==> config.mk <==
export PLATFORM = sky130hd
export DESIGN_NAME = rgb_fade_sequencer
export DESIGN_NICKNAME = d
export VERILOG_FILES = /design/src/rtl/rgb_fade_sequencer.sv
export SDC_FILE = /design/constraint.sdc
export NUM_CORES = 1
export LEC_CHECK = 0
export CAP_MARGIN = 20
export CORE_MARGIN = 1
export CORE_UTILIZATION = 47
export CTS_BUF_LIST = sky130_fd_sc_hd__clkbuf_4 sky130_fd_sc_hd__clkbuf_8
export DETAILED_ROUTE_END_ITERATION = 8
export MAX_ROUTING_LAYER = met4
export PLACE_DENSITY_LB_ADDON = 0.2
export SYNTH_ARGS = -nofsm -noshare
export SYNTH_HDL_FRONTEND = slang
export SYNTH_SLANG_ARGS = --single-unit
==> constraint.sdc <==
create_clock -name clk -period 10.3 [get_ports clk]
set_input_delay 1.545 -clock clk [delete_from_list [all_inputs] [get_ports clk]]
set_output_delay 1.545 -clock clk [all_outputs]
set_load 0.05 [all_outputs]
==> src/rtl/rgb_fade_sequencer.sv <==
// rgb_fade_sequencer: walks a writable palette of RGB targets and fades the
// three PWM duty registers toward each target, one LSB per step tick, then
// holds for a fixed number of ticks before advancing with wrap-around.
module rgb_fade_sequencer #(
    parameter int unsigned R          = 8,
    parameter int unsigned N_COLORS   = 4,
    parameter int unsigned STEP_DIV   = 4,
    parameter int unsigned HOLD_STEPS = 2,
    localparam int unsigned AW        = (N_COLORS > 1) ? $clog2(N_COLORS) : 1
) (
    input  logic            clk,
    input  logic            rst,
    input  logic            en,
    input  logic            wr_en,
    input  logic [AW-1:0]   wr_addr,
    input  logic [3*R-1:0]  wr_data,
    output logic [R-1:0]    duty_r,
    output logic [R-1:0]    duty_g,
    output logic [R-1:0]    duty_b,
    output logic            duty_upd,
    output logic [AW-1:0]   color_idx,
    output logic            seq_wrap,
    output logic            busy
);

    localparam int unsigned TW = (STEP_DIV > 1) ? $clog2(STEP_DIV) : 1;
    localparam int unsigned HW = (HOLD_STEPS > 1) ? $clog2(HOLD_STEPS) : 1;

    typedef struct packed {
        logic [R-1:0] r;
        logic [R-1:0] g;
        logic [R-1:0] b;
    } rgb_t;

    typedef enum logic [1:0] {
        IDLE,
        LOAD,
        FADE,
        HOLD
    } state_t;

    state_t        state, state_nxt;
    rgb_t          palette [N_COLORS];
    rgb_t          tgt, tgt_nxt;
    logic [TW-1:0] tick_cnt, tick_cnt_nxt;
    logic [HW-1:0] hold_cnt, hold_cnt_nxt;
    logic [R-1:0]  duty_r_nxt, duty_g_nxt, duty_b_nxt;
    logic [AW-1:0] color_idx_nxt;
    logic          duty_upd_nxt, seq_wrap_nxt, busy_nxt;
    logic          tick, all_eq;

    // One LSB toward the target; never overshoots and never leaves 0..2^R-1.
    function automatic logic [R-1:0] step_toward(input logic [R-1:0] cur,
                                                 input logic [R-1:0] dst);
        if (cur < dst)      return cur + R'(1);
        else if (cur > dst) return cur - R'(1);
        else                return cur;
    endfunction

    // Palette storage; writes land at the next edge regardless of state.
    always_ff @(posedge clk or posedge rst) begin
        if (rst) begin
            for (int i = 0; i < int'(N_COLORS); i++) palette[i] <= '0;
        end else if (wr_en && (32'(wr_addr) < N_COLORS)) begin
            palette[wr_addr] <= wr_data;
        end
    end

    // State, counters, target and registered outputs.
    always_ff @(posedge clk or posedge rst) begin
        if (rst) begin
            state     <= IDLE;
            tgt       <= '0;
            tick_cnt  <= '0;
            hold_cnt  <= '0;
            duty_r    <= '0;
            duty_g    <= '0;
            duty_b    <= '0;
            color_idx <= '0;
            duty_upd  <= 1'b0;
            seq_wrap  <= 1'b0;
            busy      <= 1'b0;
        end else begin
            state     <= state_nxt;
            tgt       <= tgt_nxt;
            tick_cnt  <= tick_cnt_nxt;
            hold_cnt  <= hold_cnt_nxt;
            duty_r    <= duty_r_nxt;
            duty_g    <= duty_g_nxt;
            duty_b    <= duty_b_nxt;
            color_idx <= color_idx_nxt;
            duty_upd  <= duty_upd_nxt;
            seq_wrap  <= seq_wrap_nxt;
            busy      <= busy_nxt;
        end
    end

    // Next-state, stepping and pulse generation.
    always_comb begin
        state_nxt     = state;
        tgt_nxt       = tgt;
        tick_cnt_nxt  = tick_cnt;
        hold_cnt_nxt  = hold_cnt;
        duty_r_nxt    = duty_r;
        duty_g_nxt    = duty_g;
        duty_b_nxt    = duty_b;
        color_idx_nxt = color_idx;
        duty_upd_nxt  = 1'b0;
        seq_wrap_nxt  = 1'b0;

        tick   = (tick_cnt == TW'(STEP_DIV - 1));
        all_eq = (tgt == {duty_r, duty_g, duty_b});

        case (state)
            IDLE: begin
                tick_cnt_nxt = '0;
                hold_cnt_nxt = '0;
                if (en) state_nxt = LOAD;
            end
            LOAD: begin
                tgt_nxt      = palette[color_idx];
                tick_cnt_nxt = '0;
                hold_cnt_nxt = '0;
                state_nxt    = FADE;
            end
            FADE: begin
                if (all_eq) begin
                    // Restart the tick phase so HOLD spans exactly HOLD_STEPS ticks.
                    state_nxt    = HOLD;
                    tick_cnt_nxt = '0;
                    hold_cnt_nxt = '0;
                end else begin
                    tick_cnt_nxt = tick ? '0 : tick_cnt + TW'(1);
                    if (tick) begin
                        duty_r_nxt   = step_toward(duty_r, tgt.r);
                        duty_g_nxt   = step_toward(duty_g, tgt.g);
                        duty_b_nxt   = step_toward(duty_b, tgt.b);
                        duty_upd_nxt = 1'b1;
                    end
                end
            end
            HOLD: begin
                tick_cnt_nxt = tick ? '0 : tick_cnt + TW'(1);
                if (tick) begin
                    if (hold_cnt == HW'(HOLD_STEPS - 1)) begin
                        hold_cnt_nxt = '0;
                        state_nxt    = LOAD;
                        if (color_idx == AW'(N_COLORS - 1)) begin
                            color_idx_nxt = '0;
                            seq_wrap_nxt  = 1'b1;
                        end else begin
                            color_idx_nxt = color_idx + AW'(1);
                        end
                    end else begin
                        hold_cnt_nxt = hold_cnt + HW'(1);
                    end
                end
            end
            default: state_nxt = IDLE;
        endcase

        // Dropping enable freezes duties and index and parks in IDLE.
        if (!en && (state != IDLE)) begin
            state_nxt     = IDLE;
            tgt_nxt       = tgt;
            tick_cnt_nxt  = '0;
            hold_cnt_nxt  = '0;
            duty_r_nxt    = duty_r;
            duty_g_nxt    = duty_g;
            duty_b_nxt    = duty_b;
            color_idx_nxt = color_idx;
            duty_upd_nxt  = 1'b0;
            seq_wrap_nxt  = 1'b0;
        end

        busy_nxt = (state_nxt != IDLE);
    end

endmodule

# [Word-level counts from Yosys, hierarchy flattened]
# Cells that the tools add are included.
# Widths: inputs -> output; s select.
[op_classes] mux=37 add_sub_neg=9 order_cmp=9 n_bitwise=4 n_reduce_logical=16 eq_ne=8
[op_table] cell="$bwmux 96" count=1
[op_table] cell="$mux 24" count=3
[op_table] cell="$bmux 24 s2" count=1
[op_table] cell="$demux 24 s2" count=1
[op_table] cell="$mux 8" count=6
[op_table] cell="$add 8x1->8 const B" count=3
[op_table] cell="$eq 24x24->1" count=1
[op_table] cell="$gt 8x8->1" count=3
[op_table] cell="$lt 8x8->1" count=3
[op_table] cell="$sub 8x1->8 const B" count=3
[op_table] cell="$mux 2" count=9
[op_table] cell="$reduce_and 5->1" count=3
[op_table] cell="$mux 1" count=13
[op_table] cell="$reduce_bool 2->1" count=5
[op_table] cell="$eq 2x2->1 const B" count=4
[op_table] cell="$pmux 2 s4" count=1
[op_table] cell="$ge 3x3->1 const B" count=2
[op_table] cell="$ne 3x3->1 const B" count=2
[op_table] cell="$not 2->3" count=2
[op_table] cell="$pmux 2 s3" count=1
[op_table] cell="$add 2x1->2 const B" count=2
[op_table] cell="$reduce_and 2->1" count=2
[op_table] cell="$reduce_and 4->1" count=1
[op_table] cell="$lt 3x1->1 const B" count=1
[op_table] cell="other kinds (8)" count=10
[totals] regBits=154 wordCells=108 input_bits=30 out_inout_bits=29

# [Longest topological paths before layout]
# Gate-level depths: netlist (run 1).
[depth] depth_word=6 ltp_mapped=13 mapped_depth_nobuf=13

# [Least setup slack after synthesis (run 1)]
# OpenSTA, ideal clock, no wires.
[synth_path] path_type="flip-flop to flip-flop" startpoint="reg duty_g[6]" endpoint="reg duty_g[7]" arrival_ns=2.973 stages_incl_launch_ff=13 slack_ns=7.185 setup_ns=0.141 synth_period_minus_slack_ns=3.115 path_buffers=0 required_ns=10.159 cell_sequence="dfrtp_1 -> ha_1 -> a21oi_1 -> nand2_1 -> a21oi_1 -> nand2_1 -> ha_1 -> a21oi_1 -> o211ai_1 -> o41a_1 -> and3_1 -> o211ai_1 -> xnor2_1"
[synth_between] elab_chain_len=3 elab_cells_between_ends=10 classes_between="add/sub: 2; order compare: 2; eq/ne: 1; mux: 2; bitwise: 1; reduce/logical: 2"
[synth_rtl] item="start, declared" line_no="18" source="output logic [R-1:0] duty_g,"
[synth_rtl] item="start signal, assigned" line_no="89" source="duty_g <= duty_g_nxt;"
[synth_rtl] item="$lt 8x8->1, or another cell as far along" line_no="55" source="if (cur < dst) return cur + R'(1);"
[synth_rtl] item="$reduce_bool 2->1 (no line), or another cell as far along"
[synth_rtl] item="$reduce_and 5->1 (no line) / $mux 8 (equally long branches)"
# Parallel ways exist; a longest one is shown, timed or not. The select of a mux whose other input is x is not followed.
# A chain may end at the register's enable or synchronous reset.

# [Worst setup path after layout (run 1)]
[layout_path] startpoint="reg color_idx[0]" endpoint="out color_idx[0]"
[layout_lines] item="start, declared" line_no="21" source="output logic [AW-1:0] color_idx,"
[layout_lines] item="start signal, assigned" line_no="91" source="color_idx <= color_idx_nxt;"
# No word-level cell between the ends.

==> results of run 1 <==
-- metal layers --
metal / global-route usage (%) / vias up
li1: - / 2164
met1: 25.71 / 2371
met2: 30.13 / 68
met3: 3.420 / 25
met4: 7.911 / 0
met5: - / -
-- how the worst min path moves through the flow --
stage / start / slack [ns] / to / cells past startpoint
6_report: tick_cnt[0] / 0.45 / tick_cnt[0] / 1
5_1_grt: tick_cnt[0] / 0.47 / tick_cnt[0] / 1
4_1_cts: tick_cnt[0] / 0.46 / tick_cnt[0] / 1
3_5_place_dp: tick_cnt[0] / 0.44 / tick_cnt[0] / 1
3_3_place_gp: tick_cnt[0] / 0.43 / tick_cnt[0] / 1
2_1_floorplan: tick_cnt[0] / 0.42 / tick_cnt[0] / 1
-- layout make-up --
class	instances	area [um^2]
inverter	32	125.1
tap	216	270.3
clock inverter	14	113.9
clock buffer	18	247.7
timing repair buffer	66	648.1
multi-input combinational	351	3742
fill	1289	7057
sequential	154	3854
-- where the power goes --
part | internal, uW | leakage (uW) | total (uW) | switching (uW)
clock network | 178 | 0.000184 | 414 | 236
logic | 172 | 0.00197 | 305 | 133
registers | 723 | 0.00189 | 784 | 61.1
total | 1070 | 0.00404 | 1500 | 430
-- cell families (layout without fill, tap and decap cells) --
logic type               after synthesis  in the layout  synth area share, %
multiplexers                         164            164                28.01
AND/OR/NAND/NOR                       65             65                5.070
buffers and inverters                 50            130                2.679
adder cells (fa/ha/maj)               47             47                7.829
flip-flops                           154            154                49.41
AO/OA/AOI/OAI                         54             54                4.637
XOR/XNOR                              21             21                2.358
-- flip-flops by register name, indices dropped and copies added (netlist names) --
name / cells
busy: 1
color_idx: 2
duty_b: 8
duty_g: 8
duty_r: 8
duty_upd: 1
hold_cnt: 1
palette: 96
seq_wrap: 1
state: 2
tgt: 24
tick_cnt: 2
-- Yosys cell counts --
| cell type | n | area share, % |
|---|---|---|
| dfrtp_1 | 154 | 49 |
| mux2_2 | 122 | 18 |
| ha_1 | 44 | 7.1 |
| inv_1 | 32 | 1.5 |
| a21oi_1 | 24 | 1.5 |
| mux4_2 | 24 | 6.9 |
| mux2_4 | 18 | 3.5 |
| xnor2_1 | 18 | 2.0 |
| nor2_1 | 12 | 0.58 |
| buf_2 | 11 | 0.71 |
| nand2_1 | 11 | 0.53 |
| nand3_1 | 11 | 0.71 |
| o211ai_1 | 10 | 0.96 |
| clkbuf_1 | 5 | 0.24 |
| a21o_1 | 4 | 0.39 |
| and3_1 | 4 | 0.32 |
| nor2b_1 | 4 | 0.32 |
| fa_1 | 3 | 0.77 |
| nand2_4 | 3 | 0.43 |
| nand3b_1 | 3 | 0.29 |
| nand4_1 | 3 | 0.24 |
| nand4_2 | 3 | 0.48 |
| nor3_1 | 3 | 0.19 |
| o21bai_1 | 3 | 0.29 |
| o41a_1 | 3 | 0.43 |
| xor2_1 | 3 | 0.34 |
| a211o_2 | 2 | 0.26 |
| a21o_2 | 2 | 0.22 |
| a21oi_2 | 2 | 0.22 |
| o21ai_0 | 2 | 0.13 |
| a211o_1 | 1 | 0.11 |
| a31oi_1 | 1 | 0.080 |
| and2_1 | 1 | 0.080 |
| buf_1 | 1 | 0.048 |
| buf_6 | 1 | 0.14 |
| nand2_2 | 1 | 0.080 |
| nor3b_1 | 1 | 0.096 |
| nor3b_2 | 1 | 0.16 |
| nor3b_4 | 1 | 0.24 |
| nor4_1 | 1 | 0.080 |
| nor4_2 | 1 | 0.16 |
| or2_2 | 1 | 0.080 |
-- stage by stage --
stage	power, uW	setup WS, ns	std cells	utilization, %
2_1_floorplan	1016	4.605	555	-
3_3_place_gp	1079	6.742	818	53.71
3_5_place_dp	1108	6.628	818	53.71
4_1_cts	1523	6.552	850	55.96
5_1_grt	1591	6.471	851	56.05
6_report	1503	6.623	851	56.05
-- worst max-delay path, cell delays in order (launching register included) --
cell             delay, ns
dfrtp_1               0.33
buf_4                 0.43
clkdlybuf4s50_1       0.91
==> results_dict.tcl, run 1 <==
set metrics [dict create \
    drc 0 \
    synth-seq-cells 154 \
    ys_seq_area_share_pct 49.41 \
    cts_tree "done" \
    ir_drop_uv 138.3 \
    hold_buffers 0 \
    nets 699 \
    critPathKind "reg2out" \
    cap_violations 0 \
    critPathCapture "color_idx[0]" \
    drt-initial-drc-count 248 \
    netlist_area_um2 7799 \
    critPathRequiredTime_ns 8.76 \
    grt_pass1_wl_mm 24.24 \
    dieArea_um2 17110 \
    areaGrowthSynthToFinish_pct 15.42 \
    maxSlewViolCount 0 \
    wl_met1_mm 6.844 \
    hpwlAfterDp_mm 10.14 \
    drive_gt1_share_pct 34.96 \
    grt_pass1_vias 4857 \
    cts.sinks 154 \
    fin_area_um2 9001 \
    rr_endpoint "duty_g[7]" \
    antenna_cells 0 \
    r2r_setup_slack_ns 7.05 \
    routed.top_layer "met4" \
    cts_made_buffers 17 \
    cts_setup_buffers 0 \
    p_per_area_nw_per_um2 167.0 \
    grt_usage_pct 19.55 \
    finClkSkew_ns 0.01024 \
    gp_congestion 0.7902 \
    routed_wl_mm 14.42 \
    syn_inst 555 \
    grt_overflow 0 \
    hp-class "reg2reg" \
    synth.avg_cell_area_um2 14.05 \
    status "finished clean" \
    dr_wl_met2_mm 6.887 \
    firstDrtPassIters 4 \
    finalCritPeriodShare_pct 35.70 \
    syn-num-nets 632 \
    vias_per_cell 5.438 \
    end_kind "primary output" \
    coreArea_um2 16060 \
    ctsRootBufferMaster "clkbuf_8" \
    startpoint_type "flop" \
    final_common_cell "dfrtp_1" \
    placement.io_buffers 58 \
    clockBufferDepth 2 \
    die_h_um 130.8 \
    io_pins 59 \
    path_max_fanout 28 \
    htreeDepth 4 \
    placed_cell_area_um2 8625 \
    r2r_start "duty_g[6]" \
    fin_setup_tns_ns 0 \
    routedWlPerCell_um 16.94 \
    rsz0062_at_grt "no" \
    cts.repair.resized 0 \
    cp-startpoint "color_idx[0]" \
    wl_met3_um 402 \
    slew_headroom_pct 37.20 \
    rows 46 \
    max_freq_ghz 0.2720 \
    clkLatencyLatePin_ns 0.46 \
    vias 4628 \
    fin_crit_ns 3.677 \
    crit_arrival_ns 2.13 \
    antenna_left 0 \
    dieWidth_um 130.8 \
    hold_viol 0 \
    grt_max_degree 80 \
    worst_r2r_path_depth 12 \
    worst_pin_slew_ns 0.9420 \
    leakagePower_uw 0.004043 \
    start_util_pct 48.57 \
    antenna_found_initial 0 \
    synth_cell_type_count 42 \
    yosys_warnings 0 \
    layout_common_cells "154 x dfrtp_1, 122 x mux2_2, 58 x clkdlybuf4s50_1, 44 x ha_1, 31 x inv_1" \
    setup_viol 0 \
    whs_ns 0.4508 \
    clk_pin_slew_ns 0.08 \
]
No activity file was read; power rests on OpenSTA's default activity.
==> run 2: changes to the inputs <==
clock period = 3.1 ns   (was 10.3 ns; I/O delays follow)
==> run 2 against run 1 <==
Non-clock buffer count grew 19. Combinational power grew to 3.4 times the previous value. Sequential cell count unchanged. Worst hold slack got worse by 0.011 ns. Cell area increased by 3.3%. Largest cell class unchanged. Largest power group unchanged. Highest routed layer unchanged.
==> results_dict.tcl, run 2 (same netlist as run 1, synthesis figures left out) <==
set metrics [dict create \
    status "finished clean" \
    clkLatencyLatePin_ns 0.45 \
    setup_viol 0 \
    critPathRequiredTime_ns 3.44 \
    slew_headroom_pct 58.77 \
    layout_common_cells "151 x dfrtp_1, 122 x mux2_2, 58 x clkdlybuf4s50_1, 44 x ha_1, 31 x inv_1" \
    crit_arrival_ns 3.26 \
    die_h_um 130.8 \
    end_kind "flop" \
    areaGrowthSynthToFinish_pct 19.25 \
    ir_drop_uv 324.1 \
    final_common_cell "dfrtp_1" \
    path_max_fanout 7 \
    drc 0 \
    worst_pin_slew_ns 0.6172 \
    antenna_left 0 \
    cap_violations 0 \
    fillers 1273 \
    drive_gt1_share_pct 38.38 \
    startpoint_type "flop" \
    rr_endpoint "duty_r[6]" \
    finClkSkew_ns 0.01135 \
    hpwlAfterDp_mm 10.58 \
    placement.io_buffers 58 \
    critPathMostFrequentCell "a21oi_1" \
    hold_viol 0 \
    drt-initial-drc-count 198 \
    grt_pass1_vias 4946 \
    worst_r2r_path_depth 12 \
    largest-register "palette" \
    nets 718 \
    routed_wl_mm 15.02 \
    hp-class "in2async" \
    hold_buffers 0 \
    routedWlPerCell_um 17.26 \
    grt_max_degree 52 \
    start_util_pct 48.57 \
    grt_pass1_wl_mm 24.83 \
    htreeDepth 4 \
    antenna_cells 0 \
    critPathKind "reg2reg" \
    fin_crit_ns 2.928 \
    grt_overflow 0 \
    clockBufferDepth 2 \
    gp_congestion 0.8336 \
    fin_setup_tns_ns 0 \
    dieWidth_um 130.8 \
    ctsRootBufferMaster "clkbuf_8" \
    max_freq_ghz 0.3416 \
    leakagePower_uw 0.004179 \
    finalCritPeriodShare_pct 94.44 \
    r2r_start "duty_r[1]" \
    antenna_found_initial 0 \
    vias_per_cell 5.415 \
    worstPathCellList "ha_1 > nor2b_1 > o211ai_1 > a21o_2 > nand2_2 > fa_1 > a21o_1 > a21oi_1 > o21bai_1 > a21oi_1 > xnor2_1 > mux2_4" \
    coreArea_um2 16060 \
    cts_tree "done" \
    clk_pin_slew_ns 0.08 \
    whs_ns 0.4395 \
    io_pins 59 \
    cts_made_buffers 17 \
    maxSlewViolCount 0 \
    largest_register_ff_count 96 \
    rows 46 \
    r2r_setup_slack_ns 0.17 \
    dieArea_um2 17110 \
    grt_usage_pct 19.90 \
    slowest_delay_ns 0.42 \
    critPathSlowestCell "fa_1" \
    p_per_area_nw_per_um2 584.0 \
    critPathCapture "duty_r[6]" \
    cts.sinks 154 \
    vias 4711 \
    cp-startpoint "duty_r[1]" \
    reg.largest.list "palette: 96 flops, tgt: 24 flops" \
    firstDrtPassIters 4 \
]
==> run 2: critical path, delay by kind of cell (launching register included) <==
family,cells,cell delay [ns]
xor+xnor,1,0.08
compound gates,6,1.05
flops,1,0.41
fa+ha+maj,2,0.75
simple gates,2,0.27
mux,1,0.26
==> run 2: area by class of cell <==
class / instances / area [um^2] / share of cell area (%)
clock buffers: 19 / 261.5 / 2.812
flip-flops and latches: 154 / 3857 / 41.48
multi-input cells: 351 / 3765 / 40.48
inverters: 32 / 123.9 / 1.332
well taps: 216 / 270.3 / 2.906
clock inverters: 13 / 214.0 / 2.301
repair buffers: 85 / 808.3 / 8.691
==> run 2: worst min-delay path by stage <==
stage | cells past startpoint | slack, ns | startpoint | endpoint
2_1_floorplan | 1 | 0.42 | tick_cnt[0] | tick_cnt[0]
3_3_place_gp | 1 | 0.42 | tick_cnt[0] | tick_cnt[0]
3_5_place_dp | 1 | 0.44 | tick_cnt[0] | tick_cnt[0]
4_1_cts | 2 | 0.43 | rst | palette[15]
5_1_grt | 1 | 0.48 | tick_cnt[0] | tick_cnt[0]
6_report | 2 | 0.44 | rst | palette[15]
==> run 2: where the power goes <==
group / switching [uW] / leakage [uW] / total (uW) / internal [uW]
clock: 778 / 0.000227 / 1790 / 1010
combinational: 444 / 0.00206 / 1030 / 589
sequential: 209 / 0.00189 / 2610 / 2400
total: 1430 / 0.00418 / 5430 / 4000
==> run 2: repair_timing <==
item / CTS / global route
resized for setup: 1 / 6
pin swaps: 0 / 5
endpoints found under the setup margin: 1 / 5
endpoints found under the hold margin: 0 / 0
setup buffers: 0 / 6
==> run 2: metrics by stage <==
| step | util, % | instance area (um^2) | power (uW) | cells | setup WS, ns |
|---|---|---|---|---|---|
| finish | 57.92 | 9300 | 5431 | 870 | 0.1724 |
| global route | 57.92 | 9300 | 5735 | 870 | -0.01739 |
| CTS | 57.51 | 9235 | 5484 | 864 | 0.03495 |
| detailed placement | 54.53 | 8757 | 3681 | 832 | 0.003257 |
| global placement | 54.53 | 8757 | 3595 | 832 | 0.1363 |
| floorplan | - | 7806 | 3376 | 555 | 0.007347 |
==> run 2: layer usage <==
layer | vias to the layer above | GRT usage [%] | share of wire (%)
met3 | 24 | 3.705 | 3.1
li1 | 2200 | - | -
met2 | 81 | 30.81 | 48
met1 | 2406 | 25.96 | 47
met5 | - | - | 0
met4 | 0 | 7.843 | 1.9
